### config.mk
export PLATFORM = sky130hd
export DESIGN_NAME = pipeline_hazard_ctrl
export DESIGN_NICKNAME = d
export VERILOG_FILES = /design/src/rtl/pipeline_hazard_ctrl.sv
export SDC_FILE = /design/constraint.sdc
export NUM_CORES = 1
export LEC_CHECK = 0
export ABC_CLOCK_PERIOD_IN_PS = 3480
export CORE_MARGIN = 2
export CORE_UTILIZATION = 45
export CTS_CLUSTER_SIZE = 20
export DETAILED_ROUTE_END_ITERATION = 8
export PLACE_DENSITY = 0.75
export SLEW_MARGIN = 20
export SYNTH_ARGS = -nofsm -noshare
export SYNTH_HDL_FRONTEND = slang
export SYNTH_SLANG_ARGS = --single-unit
### constraint.sdc
create_clock -name clk -period 3.48 [get_ports clk]
set_input_delay 0.522 -clock clk [delete_from_list [all_inputs] [get_ports clk]]
set_output_delay 0.522 -clock clk [all_outputs]
set_load 0.05 [all_outputs]
### src/rtl/pipeline_hazard_ctrl.sv
`default_nettype none
// ==========================================================================
// pipeline_hazard_ctrl: destination-tag scoreboard driving stalls, operand
// forwarding, WB bypass, branch-redirect flush and halt drain.  Rev 1.0
// ==========================================================================
module pipeline_hazard_ctrl #(
  parameter int DEPTH      = 3,
  parameter int LOAD_READY = 2,
  parameter int REG_W      = 5,
  parameter int FWD_W      = $clog2(DEPTH)
) (
  input  logic             clk,
  input  logic             reset,
  input  logic             id_valid_i,
  input  logic [REG_W-1:0] id_rs1_i,
  input  logic [REG_W-1:0] id_rs2_i,
  input  logic             id_uses_rs1_i,
  input  logic             id_uses_rs2_i,
  input  logic [REG_W-1:0] id_rd_i,
  input  logic             id_reg_write_i,
  input  logic             id_mem_read_i,
  input  logic             id_ecall_halt_i,
  input  logic             ex_redirect_i,
  output logic             pc_write_o,
  output logic             if_id_write_o,
  output logic             flush_if_id_o,
  output logic             id_ex_bubble_o,
  output logic [FWD_W-1:0] fwd_rs1_sel_o,
  output logic [FWD_W-1:0] fwd_rs2_sel_o,
  output logic             id_rs1_bypass_o,
  output logic             id_rs2_bypass_o,
  output logic             halted_o
);

  localparam int CNT_W = $clog2(DEPTH + 1);

  typedef enum logic [1:0] {
    ST_RUN     = 2'd0,
    ST_DRAIN   = 2'd1,
    ST_HALTED  = 2'd2
  } state_e;

  state_e           state_q, state_d;
  logic [CNT_W-1:0] cnt_q, cnt_d;

  logic [DEPTH-1:0] tag_valid_q;
  logic [DEPTH-1:0] tag_load_q;
  logic [REG_W-1:0] tag_rd_q [DEPTH];

  logic [REG_W-1:0] ex_rs1_q, ex_rs2_q;
  logic             ex_uses1_q, ex_uses2_q;

  logic stall;
  logic bubble;
  logic halt_accept;

  // Load-use: a load whose result is not yet forwardable feeds a used ID source.
  always_comb begin
    stall = 1'b0;
    for (int j = 0; j < DEPTH - 1; j++) begin
      if ((j + 1 < LOAD_READY) && tag_valid_q[j] && tag_load_q[j] &&
          (tag_rd_q[j] != '0) &&
          ((id_uses_rs1_i && (tag_rd_q[j] == id_rs1_i)) ||
           (id_uses_rs2_i && (tag_rd_q[j] == id_rs2_i)))) begin
        stall = 1'b1;
      end
    end
    stall = stall & id_valid_i;
  end

  // Walk from the oldest stage down so the youngest matching producer wins.
  always_comb begin
    fwd_rs1_sel_o = '0;
    fwd_rs2_sel_o = '0;
    for (int k = DEPTH - 1; k >= 1; k--) begin
      if (!reset && tag_valid_q[k] && (tag_rd_q[k] != '0)) begin
        if (ex_uses1_q && (tag_rd_q[k] == ex_rs1_q)) fwd_rs1_sel_o = FWD_W'(k);
        if (ex_uses2_q && (tag_rd_q[k] == ex_rs2_q)) fwd_rs2_sel_o = FWD_W'(k);
      end
    end
  end

  always_comb begin
    id_rs1_bypass_o = 1'b0;
    id_rs2_bypass_o = 1'b0;
    if (!reset && tag_valid_q[DEPTH-1]) begin
      id_rs1_bypass_o = (id_rs1_i != '0) && (tag_rd_q[DEPTH-1] == id_rs1_i);
      id_rs2_bypass_o = (id_rs2_i != '0) && (tag_rd_q[DEPTH-1] == id_rs2_i);
    end
  end

  assign halt_accept = !reset && (state_q == ST_RUN) && id_valid_i &&
                       id_ecall_halt_i && !stall && !ex_redirect_i;

  // Pipeline control; DRAIN and HALTED keep the frozen defaults.
  always_comb begin
    pc_write_o    = 1'b0;
    if_id_write_o = 1'b0;
    flush_if_id_o = 1'b0;
    bubble        = 1'b1;
    halted_o      = 1'b0;
    if (!reset) begin
      case (state_q)
        ST_RUN: begin
          if (ex_redirect_i) begin
            pc_write_o    = 1'b1;
            if_id_write_o = 1'b1;
            flush_if_id_o = 1'b1;
            bubble        = 1'b1;
          end else begin
            pc_write_o    = !stall;
            if_id_write_o = !stall;
            bubble        = stall;
          end
        end
        ST_HALTED: halted_o = 1'b1;
        default: ;
      endcase
    end
  end

  assign id_ex_bubble_o = bubble;

  always_comb begin
    state_d = state_q;
    cnt_d   = cnt_q;
    case (state_q)
      ST_RUN: begin
        if (halt_accept) begin
          state_d = ST_DRAIN;
          cnt_d   = CNT_W'(DEPTH);
        end
      end
      ST_DRAIN: begin
        cnt_d = cnt_q - CNT_W'(1);
        if (cnt_q == CNT_W'(1)) state_d = ST_HALTED;
      end
      ST_HALTED: ;
      default: state_d = ST_RUN;
    endcase
  end

  always_ff @(posedge clk) begin
    if (reset) begin
      state_q <= ST_RUN;
      cnt_q   <= '0;
    end else begin
      state_q <= state_d;
      cnt_q   <= cnt_d;
    end
  end

  // The accepted ecall travels on as an invalid tag so nothing forwards from it.
  always_ff @(posedge clk) begin
    if (reset) begin
      tag_valid_q <= '0;
      tag_load_q  <= '0;
      for (int k = 0; k < DEPTH; k++) tag_rd_q[k] <= '0;
      ex_rs1_q    <= '0;
      ex_rs2_q    <= '0;
      ex_uses1_q  <= 1'b0;
      ex_uses2_q  <= 1'b0;
    end else begin
      for (int k = 1; k < DEPTH; k++) begin
        tag_valid_q[k] <= tag_valid_q[k-1];
        tag_load_q[k]  <= tag_load_q[k-1];
        tag_rd_q[k]    <= tag_rd_q[k-1];
      end
      tag_valid_q[0] <= id_valid_i & id_reg_write_i & ~bubble & ~halt_accept;
      tag_load_q[0]  <= id_mem_read_i;
      tag_rd_q[0]    <= id_rd_i;
      if (bubble) begin
        ex_rs1_q   <= '0;
        ex_rs2_q   <= '0;
        ex_uses1_q <= 1'b0;
        ex_uses2_q <= 1'b0;
      end else begin
        ex_rs1_q   <= id_rs1_i;
        ex_rs2_q   <= id_rs2_i;
        ex_uses1_q <= id_valid_i & id_uses_rs1_i;
        ex_uses2_q <= id_valid_i & id_uses_rs2_i;
      end
    end
  end

endmodule
`default_nettype wire
# Word level (Yosys, flattened, before mapping)
# Memory sizes are Yosys's and may differ from the RTL's.
# Cells that the tools add are included.
# Widths: inputs -> output; s select.
totals:
  ff_bits: 20
  mem_bits_rw: 15
  input_bits: 24
  out_inout_bits: 11
  elab_cells: 102
  mem_count: 1
classes:
  addsub: 1
  n_eq_ne: 13
  mux: 33
  bitwise_logic: 12
  n_reduce_logical: 34
mem_list:
  columns: ["name", "depth", "width", "read_ports", "rd_ports_with_merged_regs", "write_ports", "line", "text"]
  rows:
  - ["tag_rd_q", 3, 5, 3, 0, 3, "48", "logic [REG_W-1:0] tag_rd_q [DEPTH];"]
ops:
  columns: ["operator", "n"]
  rows:
  - ["$eq 5x5->1", 8]
  - ["$reduce_bool 5->1", 5]
  - ["$mux 2", 11]
  - ["$logic_and 1x1->1", 20]
  - ["$mux 1", 17]
  - ["$mux 5", 3]
  - ["$and 1x1->1", 6]
  - ["$pmux 2 s3", 1]
  - ["$eq 2x1->1 const B", 2]
  - ["$ne 2x2->1 const B", 2]
  - ["$pmux 2 s2", 1]
  - ["$logic_not 1->1", 3]
  - ["$not 1->1", 3]
  - ["$or 1x1->1", 3]
  - ["$reduce_and 3->1", 1]
  - ["$eq 2x2->1 const B", 1]
  - ["$logic_not 2->1", 1]
  - ["$reduce_and 2->1", 1]
  - ["$reduce_bool 2->1", 1]
  - ["$reduce_or 2->1", 1]
  - ["$sub 2x1->2 const B", 1]
  - ["$logic_or 1x1->1", 1]

# Depth between registers and ports, before layout
logic_depth:
  ltp_word: 12
  mapped_depth: 6
  ltp_nobuf: 5

# Worst setup path after synthesis
# Ideal clock, no wire load.
synth_timing:
  path_kind: "input -> output"
  startpoint: "in reset"
  endpoint: "out fwd_rs1_sel_o[1]"
  arrival_time_ns: 2.477
  t_required_ns: 2.958
  setup_slack_ns: 0.481
  cell_stages: 5
  n_path_buf: 1
  path_cell_list: "buf_2 nor2b_1 o21ai_2 nor3_1 nor3_2"
synth_via:
  elab_chain_cells: 6
  word_cells_on_any_way: 8
  cone_classes: "mux: 3; reduce/logical: 5"
synth_rtl:
  columns: ["element", "line", "text"]
  rows:
  - ["start, declared", "13", "input logic reset,"]
  - ["$logic_not 1->1 *", null, null]
  - ["$logic_and 1x1->1 (2 in series)", "76", "if (!reset && tag_valid_q[k] && (tag_rd_q[k] != '0)) begin"]
  - ["$mux 2", "76", null]
  - ["$mux 2", "77", "if (ex_uses1_q && (tag_rd_q[k] == ex_rs1_q)) fwd_rs1_sel_o = FWD_W'(k);"]
  - ["$mux 2 *", "76", null]
  - ["end, declared", "28", "output logic [FWD_W-1:0] fwd_rs1_sel_o,"]
# Mark *: on every way between the ends. The rest lies on a longest branch, timed or not.

# Worst setup path in the final report
layout_timing:
  startpoint: "in reset"
  endpoint: "out fwd_rs2_sel_o[1]"
layout_via:
  elab_chain_cells: 6
  word_cells_on_any_way: 8
  cone_classes: "mux: 3; reduce/logical: 5"
layout_rtl:
  columns: ["element", "line", "text"]
  rows:
  - ["$logic_not 1->1 *", null, null]
  - ["$logic_and 1x1->1 (2 in series)", "76", null]
  - ["$mux 2", "76", null]
  - ["$mux 2", "78", "if (ex_uses2_q && (tag_rd_q[k] == ex_rs2_q)) fwd_rs2_sel_o = FWD_W'(k);"]
  - ["$mux 2 *", "76", null]
  - ["end, declared", "29", "output logic [FWD_W-1:0] fwd_rs2_sel_o,"]
# Marked as above.

==> out/results.ini <==
[logic_synthesis]
synth_nets = 200
synth-warning-count = 0
netlist_area_sq_mm = 0.001660
netlist_instances = 175
yosysMostFrequentCell = dfxtp_1
synth_flop_cell = dfxtp_1
synthTopCellsByArea = dfxtp_1 (42%), xnor2_1 (15%), nor2b_1 (7.5%)
syn_avg_cell_area_sq_um = 9.488
yosys.area.top_type = dfxtp_1
yosysTopAreaCellShare = 0.4220
synth-seq-cells = 35
synth_edf_count = 0
synthArstFlopShare = 0
synthTopCellsByCount = dfxtp_1 (35), xnor2_1 (29), nor2b_1 (20), and2_1 (11), xor2_1 (10)
synth-seq-area-share = 0.4220
synth_cell_types = 31

[clock_network]
post_cts_resize_count = 0
cts_tree = done
cts_buffer_depth = 2
cts-root-buf = clkbuf_8
cts.hold.buffers_added = 0
clk_pin_slew_ps = 60
clock-sinks = 35
clk-insertion-delay-late_ps = 280
postCtsSetupRepairBufs = 0
cts_buffers = 5
ctsHtreeMaxLevel = 2

[timing]
max-slew-margin-rel = 0.6323
slew_violations = 0
setup_violations = 0
fmax_mhz = 341.3
period_share = 0.8420
worstMarginPinSlew_ps = 546.6
fin_skew_ps = 1.448
setup_tns_ps = 0
post-route-min-period_ps = 2930
rsz0062_at_grt = false
hold_violations = 0

[setup_path]
worst_ep_arrival_time_ps = 2410
worstReg2RegEnd = state_q[0]
cp_data_required_time_ps = 2960
r2r_slack_ps = 1920
crit_type = primary input to output pin
worstSetupStartpoint = reset
rr_startpoint = tag_rd_q[0][1]
cp-end-kind = output pin
worst_setup_path_start_kind = primary input
reg2reg_depth = 6
critPathMaxFanout = 15
crit_end = fwd_rs2_sel_o[1]

[route]
vias_per_cell = 5.066
ant_nets = 0
num_vias = 1302
wl_mm = 3.557
firstDrtPassIters = 4
drt_iter0_drc = 37
wl_per_cell_um = 13.84
route.detailed.drc = 0

[finish]
nFillCells = 330
layout.nets = 233
drive_above_1_share = 0.1196
final_area_sq_mm = 0.002145
areaGrowthSynthToFinish_pct = 29.16
n_antenna_cell = 0

[place]
dpl_cell_area_sq_mm = 0.002063
post-dp-hpwl_mm = 2.870
io_buffers = 34
gp_congestion = 0.7558

[grt]
grt_max_degree = 16
grt_first_pass_wirelength_mm = 6.120
grt_pass1_vias = 1355
grt-ovfl-total = 0
grt_use_total = 0.1960
antenna_found_initial = 0

[flow_run]
max_cap_violations = 0

[floorplanning]
die-area_sq_mm = 0.004191
initial_utilization = 0.4604
die_y_um = 64.74
ioPinCount = 35
core_sq_mm = 0.003606
num_rows = 22
chipWidth_um = 64.74

[worst_hold_path]
hp-class = register to register

[status]
status = finished clean

[pwr]
ir_drop_v = 0.0002419
p_per_area_mw_per_mm2 = 388.9
p_leak_nw = 0.8027

state kept, by name, indices dropped and copies added (netlist names):
register	cells
cnt_q	2
ex_rs1_q	5
ex_rs2_q	5
ex_uses1_q	1
ex_uses2_q	1
state_q	2
tag_load_q	1
tag_rd_q	15
tag_valid_q	3
how the worst min path moves through the flow:
stage	from	end	slack [ps]	cells after the start
finish	tag_valid_q[0]	tag_valid_q[1]	480	1
global route	tag_valid_q[0]	tag_valid_q[1]	490	1
global placement	tag_valid_q[0]	tag_valid_q[1]	460	1
floorplan	tag_valid_q[0]	tag_valid_q[1]	440	1
detailed placement	tag_valid_q[0]	tag_valid_q[1]	470	1
CTS	tag_valid_q[0]	tag_valid_q[1]	480	1
power breakdown:
part | total [W] | internal, W | leakage (nW) | switching, W
Clock | 0.000271 | 0.000140 | 0.0422 | 0.000131
Combinational | 0.000128 | 0.0000707 | 0.474 | 0.0000572
Sequential | 0.000435 | 0.000417 | 0.287 | 0.0000183
layout by cell type (no fill, tap or decap), types with 6 or more instances in the layout:
cell type         n
buf_4             7
nor4_1            6
clkdlybuf4s50_1  24
nor2b_1          20
dfxtp_1          35
xnor2_1          29
nand2_1           6
xor2_1           10
nor3_1            6
and2_1           11
per-layer routing:
layer | part of all wire | vias up | global-route usage
li1 | - | 646 | -
met1 | 0.39 | 613 | 0.2078
met2 | 0.54 | 37 | 0.3544
met3 | 0.055 | 6 | 0.06424
met4 | 0.012 | 0 | 0.07979
met5 | 0 | - | 0
layout make-up:
type / count / area, sq um / share of cell area
multi-input cells: 128 / 902.1 / 0.4207
flip-flops and latches: 35 / 700.7 / 0.3267
repair buffers: 36 / 392.9 / 0.1832
clock buffers: 7 / 76.32 / 0.03559
well taps: 48 / 60.06 / 0.02800
inverters: 2 / 7.507 / 0.003501
clock inverters: 1 / 5.005 / 0.002334
critical path, cell delays in order:
cell             delay (ps)
clkdlybuf4s50_1         670
nor2b_1                 340
o21ai_2                 110
nor3_1                  460
nor3_2                  130
buf_12                  170
metrics by stage:
| step | total power (W) | utilization | setup WS [ps] | hold slack, ps | std cells |
|---|---|---|---|---|---|
| global placement | 0.0005681 | 0.5722 | 668.5 | 462.9 | 249 |
| global route | 0.0008773 | 0.5947 | 442.0 | 489.9 | 257 |
| finish | 0.0008340 | 0.5947 | 549.8 | 477.2 | 257 |
| CTS | 0.0008409 | 0.5947 | 560.2 | 478.9 | 257 |
| detailed placement | 0.0005732 | 0.5722 | 560.3 | 468.2 | 249 |
| floorplan | 0.0005207 | - | 480.5 | 438.8 | 175 |
logic make-up after synthesis:
group                      count (synthesis)  synth area share
AOI/OAI and AO/OA                         13           0.06255
xor gates and xnor gates                  39            0.2057
adders and majority gates                  1          0.007535
buffers and inverters                     12           0.03466
DFF                                       35            0.4220
and+or+nand+nor                           75            0.2675
Note: power is estimated with default switching activity, not from simulation.
